`src/rtl/fetch_unit.sv`:
```
// Instruction fetch stage: owns the PC, captures the instruction word into a
// valid/ready output register, and applies jr/jump/branch redirects from downstream.
module fetch_unit #(
    parameter logic [31:0] RESET_PC = 32'h0000_0000
) (
    input  logic        clk,
    input  logic        reset,
    output logic [31:0] imem_addr,
    input  logic [31:0] imem_data,
    output logic        out_valid,
    input  logic        out_ready,
    output logic [31:0] out_instr,
    output logic [31:0] out_pc4,
    input  logic        branch_taken,
    input  logic [31:0] branch_offset,
    input  logic        jump,
    input  logic [25:0] jump_index,
    input  logic        jr,
    input  logic [31:0] jr_target,
    output logic        fault
);

    typedef enum logic [0:0] {
        ST_RUN  = 1'b0,
        ST_HALT = 1'b1
    } state_e;

    state_e      state_q, state_d;
    logic [31:0] pc_q, pc_d;
    logic        valid_q, valid_d;
    logic [31:0] instr_q, instr_d;
    logic [31:0] pc4_q, pc4_d;
    logic        fault_q, fault_d;

    logic        accept_s;
    logic        load_en_s;
    logic        redirect_s;
    logic        bad_jr_s;
    logic [31:0] target_s;

    assign accept_s  = valid_q & out_ready;
    assign load_en_s = (~valid_q | out_ready) & (state_q == ST_RUN);

    // Redirect selection by priority; targets are relative to the instruction being accepted
    always_comb begin
        redirect_s = 1'b0;
        bad_jr_s   = 1'b0;
        target_s   = 32'h0000_0000;
        if (jr) begin
            redirect_s = 1'b1;
            bad_jr_s   = (jr_target[1:0] != 2'b00);
            target_s   = jr_target;
        end else if (jump) begin
            redirect_s = 1'b1;
            target_s   = {pc4_q[31:28], jump_index, 2'b00};
        end else if (branch_taken) begin
            redirect_s = 1'b1;
            target_s   = pc4_q + (branch_offset << 2);
        end else begin
            redirect_s = 1'b0;
        end
    end

    // Next-state logic for the PC, output register and RUN/HALT machine
    always_comb begin
        state_d = state_q;
        pc_d    = pc_q;
        valid_d = valid_q;
        instr_d = instr_q;
        pc4_d   = pc4_q;
        fault_d = fault_q;
        case (state_q)
            ST_RUN: begin
                if (accept_s && redirect_s && bad_jr_s) begin
                    fault_d = 1'b1;
                    valid_d = 1'b0;
                    state_d = ST_HALT;
                end else if (accept_s && redirect_s) begin
                    // the word fetched this cycle is on the wrong path: drop it
                    pc_d    = target_s;
                    valid_d = 1'b0;
                end else if (load_en_s) begin
                    instr_d = imem_data;
                    pc4_d   = pc_q + 32'd4;
                    valid_d = 1'b1;
                    pc_d    = pc_q + 32'd4;
                end else begin
                    valid_d = valid_q;
                end
            end
            ST_HALT: begin
                valid_d = 1'b0;
            end
            default: begin
                state_d = ST_HALT;
                valid_d = 1'b0;
            end
        endcase
    end

    // State registers with asynchronous active-low reset
    always_ff @(posedge clk or negedge reset) begin
        if (!reset) begin
            state_q <= ST_RUN;
            pc_q    <= RESET_PC;
            valid_q <= 1'b0;
            instr_q <= 32'h0000_0000;
            pc4_q   <= 32'h0000_0000;
            fault_q <= 1'b0;
        end else begin
            state_q <= state_d;
            pc_q    <= pc_d;
            valid_q <= valid_d;
            instr_q <= instr_d;
            pc4_q   <= pc4_d;
            fault_q <= fault_d;
        end
    end

    assign imem_addr = pc_q;
    assign out_valid = valid_q;
    assign out_instr = instr_q;
    assign out_pc4   = pc4_q;
    assign fault     = fault_q;

endmodule

```
`config.mk`:
```
export PLATFORM = sky130hd
export DESIGN_NAME = fetch_unit
export DESIGN_NICKNAME = d
export VERILOG_FILES = /design/src/rtl/fetch_unit.sv
export SDC_FILE = /design/constraint.sdc
export NUM_CORES = 1
export LEC_CHECK = 0
export CORE_MARGIN = 2
export CORE_UTILIZATION = 40
export DETAILED_ROUTE_END_ITERATION = 8
export PLACE_DENSITY = 0.72
export SETUP_SLACK_MARGIN = 0.5
export SYNTH_ARGS = -nofsm -noshare
export SYNTH_HDL_FRONTEND = slang
export SYNTH_SLANG_ARGS = --single-unit
export TNS_END_PERCENT = 30
```
`constraint.sdc`:
```
create_clock -name clk -period 3.3 [get_ports clk]
set_clock_uncertainty 0.05 [all_clocks]
set_input_delay 0.66 -clock clk [delete_from_list [all_inputs] [get_ports clk]]
set_output_delay 0.66 -clock clk [all_outputs]
set_load 0.01 [all_outputs]
```
[Word-level counts from Yosys, hierarchy flattened]
Index checks and enable logic that the tools add are counted.
Word-level totals
  word-level logic and storage cells: 38
  bits in registers: 99
  output and inout port bits: 98
  bits of input ports: 128
Cells by class
  bitwise gates (word level): 7
  muxes and demuxes: 15
  reductions and logical operators: 7
  eq/ne operators: 1
  add/sub/neg operators: 2
Operators with widths (count)
  2-to-1 mux 32 bit: 5
  adder 32 x 3 -> 32 bit (second input constant): 1
  adder 32 bit: 1
  2-to-1 mux 1 bit: 9
  != test 4 x 2 -> 1 bit (second input constant): 1
  NOT 1 bit: 4
  AND reduction 4 bit: 1
  nonzero test 2 bit: 2
  AND reduction 3 bit: 1
  AND 1 bit: 2
  logical AND 1 bit: 2
  one-hot mux 1 bit (2 select lines): 1
  AND reduction 2 bit: 1
  OR 1 bit: 1

[Longest topological paths before layout]
Gate-level depths: netlist of the first run.
  depth in word-level cells: 7
  mapped depth: 12
  depth with buffers taken out: 12

[Worst setup path before layout of the first run]
No wires, ideal clock.
  path kind: in2reg
  start: input port branch_offset[0]
  end: register pc_q[28], in the netlist imem_addr[28]
  path slack: 338 ps
  path buffers: 0
  required time: 3123 ps
  setup time: 127 ps
  stages on the path: 12
  arrival: 2785 ps
  path through: ha_1 > inv_1 > fa_1 > nor2b_1 > o31ai_4 > a211oi_2 > o21ai_2 > a31oi_4 > a2111oi_4 > o211a_1 > a2111oi_2 > o21ai_1
Between the ends
  cells in the longest elaborated chain, start to end: 5
RTL lines
  start: declaration: line 15  | input logic [31:0] branch_offset,
  adder 32 bit: line 58  | target_s = pc4_q + (branch_offset << 2);
  2-to-1 mux 32 bit: line 56  | end else if (branch_taken) begin
  2-to-1 mux 32 bit: line 53  | end else if (jump) begin
  2-to-1 mux 32 bit: line 49  | if (jr) begin
  2-to-1 mux 32 bit: line 78  | end else if (accept_s && redirect_s) begin
  end signal: assignment: line 112  | pc_q <= pc_d;
  end: declaration: line 29  | logic [31:0] pc_q, pc_d;
No other way between the ends.
A chain may end at the register's enable or synchronous reset.

[Worst setup path in the final report of the first run]
  start: register pc4_q[2], in the netlist out_pc4[2]
  end: register pc_q[28], in the netlist imem_addr[28]
Between the ends
  cells in the longest elaborated chain, start to end: 5
RTL lines
  start: declaration: line 32  | logic [31:0] pc4_q, pc4_d;
  start signal: assignment: line 115  | pc4_q <= pc4_d;
  adder 32 bit: line 58
  2-to-1 mux 32 bit: line 56
  2-to-1 mux 32 bit: line 53
  2-to-1 mux 32 bit: line 49
  2-to-1 mux 32 bit: line 78
No other way between the ends.

==> run_results.csv, run 1 <==
group,metric,value,unit
detailed_routing,wl_per_cell,18.6,µm
global_route,grt_max_degree,56,
critical_path,critPathRequiredTime,3.49,ns
timing,timing_hold_violations_final,0,
timing,finalSetupViolations,0,
placement,post-place-cells,1280,
job,maxCapViolCount,0,
yosys,synth_enable_flop_cells,0,
clock_tree,clock-root-buffer,"clkbuf_16",
clock_tree,htreeDepth,3,
placement,place_congestion,0.908,
critical_path,end_kind,"flip-flop",
yosys,syn_area,6700,µm²
timing,grt_setup_unrepaired,"yes",
critical_path,regToRegEndpoint,"imem_addr[28]",
yosys,synthTopCellsByArea,"dfrtp_1 37%, nand2_1 10%, o21ai_0 5.8%",
die,die_area,17800,µm²
clock_tree,numCtsBuffers,9,
yosys,synth_top_area_frac,0.370,
timing,min_period,2.88,ns
yosys,ys_ff_latch,99,
power,switching_share,0.408,
critical_path,cp-startpoint,"out_pc4[2]",
final_layout,seq_area,2480,µm²
clock_tree,clock_path_buffers,2,
detailed_routing,first_iter_violations,571,
final_layout,area_growth,54.1,%
critical_path,r2r_slack,0.42,ns
global_route,grt_pass1_vias,7193,
global_route,grt_pass1_wl,38200,µm
final_layout,fill_cells,1455,
power,pwr-share-seq,0.281,
yosys,yosysMostFrequentCell,"nand2_1",
power,net-switching-power,3.54,mW
power,power_density,839,nW/µm²
critical_path,crit_fanout,4,
placement,io_buffers,223,
yosys,synth_cell_type_count,61,
detailed_routing,vias,7288,
timing,clock.fmax,0.347,GHz
critical_path,criticalPathCategory,"reg -> reg",
final_layout,multi_input_area,4340,µm²
critical_path,ff2ff_path_depth,13,
clock_tree,postCtsHoldBufs,0,
die,rows,47,
power,p_leak,4.44,nW
yosys,synth.net_count,979,
yosys,yosysTopAreaCell,"dfrtp_1",
yosys,synth_common_cells,"184 x nand2_1, 99 x dfrtp_1, 78 x o21ai_0, 55 x nor2_1, 43 x a21oi_1",
detailed_routing,antenna_left,0,
final_layout,fin_cells,1316,
die,initial_utilization,0.407,
timing,period_share,0.873,
yosys,syn-instance-count,820,
yosys,yosys_warnings,0,
detailed_routing,first_pass_iters,5,
critical_path,reg2reg_from,"out_pc4[2]",
run_status,status,"completed",
power,total_power,8.67,mW
timing,tightest_slew,0.616,ns
die,fp.coreArea,16500,µm²
detailed_routing,drc,0,
power,comb_power_share,0.582,
global_route,gr-usage-all-layers,0.274,
yosys,syn_area_per_cell,8.17,µm²
power,ir_worst_vdd,473,µV
min_path,hp-class,"in -> async",
yosys,yosysSeqAreaShare,0.370,
clock_tree,cts_tree,"done",
yosys,ys.flop_type,"dfrtp_1",
power,internal_power,5.13,mW
critical_path,cp.arrival,3.07,ns
final_layout,layout.nets,1249,
global_route,grt.overflow.total,0,
clock_tree,clock-sinks,99,
critical_path,critPathLaunchType,"flip-flop",
global_route,antenna_found_initial,1,
detailed_routing,routed_via_density,5.54,
timing,finalMaxSlewViolations,0,
detailed_routing,wl,24500,µm
die,die_w,133,µm
clock_tree,cts.clk_slew.worst_paths,0.07,ns
critical_path,endpoint,"imem_addr[28]",
placement,dpl.hpwl,17500,µm
final_layout,drive_above_1_share,0.141,
yosys,async_flop_share,1.00,
clock_tree,clock_latency,0.36,ns
power,p_clk_frac,0.137,
timing,relSlewSlack,0.589,
die,dieHeight,133,µm
die,ios,226,
routing by layer:
layer | GRT usage | vias up | wire length, µm
met5 | 0 | - | 0
met4 | 0.0934 | 0 | 653
met3 | 0.0757 | 56 | 2210
met2 | 0.446 | 334 | 11300
met1 | 0.353 | 3426 | 10300
li1 | - | 3472 | -
power by group through the flow:
| stage | sequential (mW) | clock (mW) | combinational (mW) |
|---|---|---|---|
| after floorplan | 2.50 | 0 | 2.29 |
| after global placement | 2.38 | 0 | 4.56 |
| after CTS | 2.42 | 1.21 | 4.93 |
| final | 2.43 | 1.19 | 5.05 |
| after detailed placement | 2.41 | 0 | 4.62 |
| after global routing | 2.51 | 1.26 | 5.48 |
how the worst min path moves through the flow:
stage                   from             to  slack, ns  cells after the start
2_1_floorplan          reset          fault       0.31                      0
3_3_place_gp   out_instr[21]  out_instr[21]       0.41                      2
3_5_place_dp    out_instr[4]   out_instr[4]       0.41                      2
4_1_cts                reset  out_instr[30]       0.28                      1
5_1_grt                reset  out_instr[30]       0.29                      1
6_report               reset  out_instr[30]       0.25                      1
placed cells by master, fill, tap and decap left out, types with 17 or more instances in the layout:
cell type / n
nand3_1: 17
a21oi_1: 40
o21ai_1: 22
clkdlybuf4s50_1: 203
nor2_1: 54
xor2_1: 18
buf_4: 78
and3_1: 18
xnor2_1: 33
dfrtp_1: 99
o21ai_0: 76
a21o_1: 20
nand2_1: 182
through the flow:
stage	util	cell area [µm²]	setup slack [ns]	hold slack [ns]	setup TNS, ns
6_report	0.627	10300	0.418	0.252	0
5_1_grt	0.627	10300	0.265	0.288	0
4_1_cts	0.622	10200	0.473	0.279	0
3_5_place_dp	0.582	9590	-0.360	0.412	-2.26
3_3_place_gp	0.582	9590	-0.334	0.407	-1.93
2_1_floorplan	-	6760	0.412	0.314	0
cell type report:
| cell class | instances | area share |
|---|---|---|
| repair buffers | 306 | 0.278 |
| clock buffers | 11 | 0.0235 |
| clock inverters | 5 | 0.00824 |
| flip-flops and latches | 99 | 0.240 |
| inverters | 10 | 0.00363 |
| diodes | 1 | 0.000242 |
| multi-input cells | 664 | 0.420 |
| well taps | 220 | 0.0267 |
flip-flops by register name, summed over array words and instances (netlist names):
name and flops:
imem_addr 32, out_instr 32, out_pc4 32, fault 1, out_valid 1, state_q 1
logic make-up (layout without fill, tap and decap cells):
group / count (synthesis) / count (layout) / synth area share
simple gates: 323 / 323 / 0.210
compound gates: 257 / 257 / 0.257
flops: 99 / 99 / 0.370
buf+inv: 57 / 332 / 0.0342
xor+xnor: 51 / 51 / 0.0666
fa+ha+maj: 31 / 31 / 0.0590
mux: 2 / 2 / 0.00299
other cells: 0 / 1 / 0
critical path, stage by stage, from the launching register on:
cell and delay [ns]:
dfrtp_1 0.39, ha_4 0.15, inv_2 0.03, fa_2 0.36
nor2b_4 0.16, o31ai_4 0.08, a211oi_2 0.20, buf_4 0.17
o21ai_4 0.07, a31oi_4 0.32, a2111oi_4 0.13, o211a_1 0.24
a2111oi_2 0.32, o21ai_1 0.09
what timing repair did:
action / 4_1_cts / 5_1_grt
endpoints found under the setup margin: 20 / 18
pin swaps: 39 / 7
resized for setup: 57 / 11
buffers inserted: 15 / 4
No activity file was read; power rests on OpenSTA's default activity.
==> inputs of run 2 (changes only) <==
--- a/config.mk
+++ b/config.mk
@@ -10,4 +10,6 @@
 export DETAILED_ROUTE_END_ITERATION = 8
+export GPL_TIMING_DRIVEN = 0
 export PLACE_DENSITY = 0.72
 export SETUP_SLACK_MARGIN = 0.5
+export SLEW_MARGIN = 20
 export SYNTH_ARGS = -nofsm -noshare
--- a/constraint.sdc
+++ b/constraint.sdc
@@ -4,2 +4,2 @@
 set_output_delay 0.66 -clock clk [all_outputs]
-set_load 0.01 [all_outputs]
+set_load 0.005 [all_outputs]
==> run_results.csv, run 2 (synthesis gave the netlist of run 1 again) <==
group,metric,value,unit
critical_path,criticalPathCategory,"in -> reg",
clock_tree,cts_tree,"done",
power,ir_worst_vdd,390,µV
critical_path,cp_slowest_stage_delay,0.40,ns
critical_path,reg2reg_from,"out_pc4[2]",
global_route,grt_pass1_wl,40100,µm
timing,clock.fmax,0.341,GHz
job,maxCapViolCount,0,
critical_path,cpMaxStageDelayCell,"a311oi_2",
placement,io_buffers,223,
placement,placed_cell_area,9300,µm²
die,initial_utilization,0.407,
critical_path,end_kind,"flip-flop",
final_layout,drive_above_1_share,0.128,
clock_tree,clock_path_buffers,2,
critical_path,regToRegEndpoint,"imem_addr[28]",
final_layout,fin_util,0.632,
clock_tree,clock-sinks,99,
placement,place_congestion,0.889,
detailed_routing,first_pass_iters,5,
global_route,grt.overflow.total,0,
critical_path,cp_num_buf_inv,1,
timing,finalSetupViolations,0,
die,die_area,17800,µm²
timing,grt_setup_unrepaired,"yes",
final_layout,area_growth,55.3,%
critical_path,critPathRequiredTime,3.48,ns
die,fp.coreArea,16500,µm²
detailed_routing,wl,25800,µm
power,p_leak,4.41,nW
placement,post-place-cells,1264,
critical_path,r2r_slack,0.38,ns
clock_tree,htreeDepth,3,
placement,dpl.hpwl,18600,µm
detailed_routing,antenna_left,0,
timing,timing_hold_violations_final,0,
clock_tree,clock_latency,0.36,ns
die,die_w,133,µm
die,dieHeight,133,µm
detailed_routing,first_iter_violations,650,
detailed_routing,drc,0,
global_route,grt_pass1_vias,7360,
global_route,antenna_found_initial,3,
clock_tree,numCtsBuffers,9,
final_layout,fin_cells,1318,
final_layout,layout_common_cells,"201 x clkdlybuf4s50_1, 179 x nand2_1, 99 x dfrtp_1",
global_route,grt_max_degree,52,
min_path,hp-class,"in -> async",
clock_tree,postCtsHoldBufs,0,
timing,period_share,0.888,
final_layout,layout.nets,1251,
run_status,status,"completed",
critical_path,ff2ff_path_depth,12,
power,power_density,842,nW/µm²
detailed_routing,wl_per_cell,19.6,µm
die,ios,226,
clock_tree,clock-root-buffer,"clkbuf_16",
timing,tightest_slew,0.799,ns
final_layout,final_common_cell,"clkdlybuf4s50_1",
critical_path,crit_fanout,3,
final_layout,final_area,10400,µm²
global_route,gr-usage-all-layers,0.288,
clock_tree,cts.clk_slew.worst_paths,0.06,ns
timing,min_period,2.93,ns
timing,relSlewSlack,0.467,
detailed_routing,routed_via_density,5.68,
critical_path,path_cells,"dlygate4sd2_1 > ha_4 > a21o_1 > a31oi_4 > a311oi_2 > o21ai_4 > a31oi_4 > a2111oi_4 > o211a_1 > a2111oi_4 > o21ai_1",
die,rows,47,
critical_path,crit_family,"compound AO/OA/AOI/OAI gates",
timing,finalMaxSlewViolations,0,
critical_path,cp.arrival,3.11,ns
detailed_routing,vias,7485,
critical_path,critPathLaunchType,"input pin",
run 2: what timing repair did:
| item | CTS | global route |
|---|---|---|
| hold endpoints to repair | 0 | 0 |
| pin swaps | 50 | 14 |
| endpoints found under the setup margin | 83 | 91 |
| setup buffers | 28 | 9 |
| cloned | 0 | 0 |
| gates resized for setup | 96 | 31 |
run 2: final cells by class:
type | count | area [µm²]
clock inverters | 5 | 125
clock buffers | 10 | 239
repair buffers | 261 | 2540
flip-flops and latches | 99 | 2480
diodes | 2 | 5.00
inverters | 10 | 37.5
well taps | 220 | 275
plain buffers | 47 | 230
multi-input cells | 664 | 4480
fillers | 1454 | 6050
run 2: per-layer routing:
layer  share of wire  vias to the layer above  track usage
met5               0                        -            0
met4           0.036                        0        0.124
met3            0.10                       67       0.0651
met2            0.46                      419        0.461
met1            0.40                     3517        0.375
li1                -                     3482            -
run 2: worst max path at each step:
| stage | start | endpoint | slack [ns] | depth (start not counted) |
|---|---|---|---|---|
| global route | branch_offset[15] | imem_addr[28] | 0.33 | 11 |
| global placement | reset | out_pc4[21] | -2.51 | 1 |
| detailed placement | branch_offset[0] | imem_addr[28] | -0.44 | 13 |
| CTS | jr | out_pc4[28] | 0.43 | 9 |
| floorplan | branch_offset[0] | imem_addr[28] | 0.41 | 12 |
| finish | branch_offset[15] | imem_addr[28] | 0.37 | 11 |
run 2: report_power, final:
part,switching (mW),internal [mW],total (mW),leakage (nW)
combinational,2.37,2.65,5.03,3.02
clock,0.482,0.834,1.32,0.179
sequential,0.662,1.76,2.43,1.21
run 2: worst reg2reg max path, cell delays in order (launching register included):
cell	delay, ns
dfrtp_1	0.40
ha_4	0.15
inv_2	0.03
fa_2	0.36
nor2b_4	0.17
o31ai_4	0.09
a211oi_4	0.30
o21ai_4	0.13
a31oi_4	0.32
a2111oi_4	0.12
o211a_1	0.25
a2111oi_4	0.32
o21ai_1	0.09
run 2: per-stage QoR:
stage	total power, mW	setup WS [ns]	hold slack (ns)	setup TNS, ns
6_report	8.77	0.371	0.199	0
3_3_place_gp	6.58	-2.51	0.408	-252.71
4_1_cts	8.55	0.428	0.228	0
5_1_grt	9.32	0.329	0.239	0
2_1_floorplan	4.59	0.412	0.314	0
3_5_place_dp	6.64	-0.444	0.413	-5.70
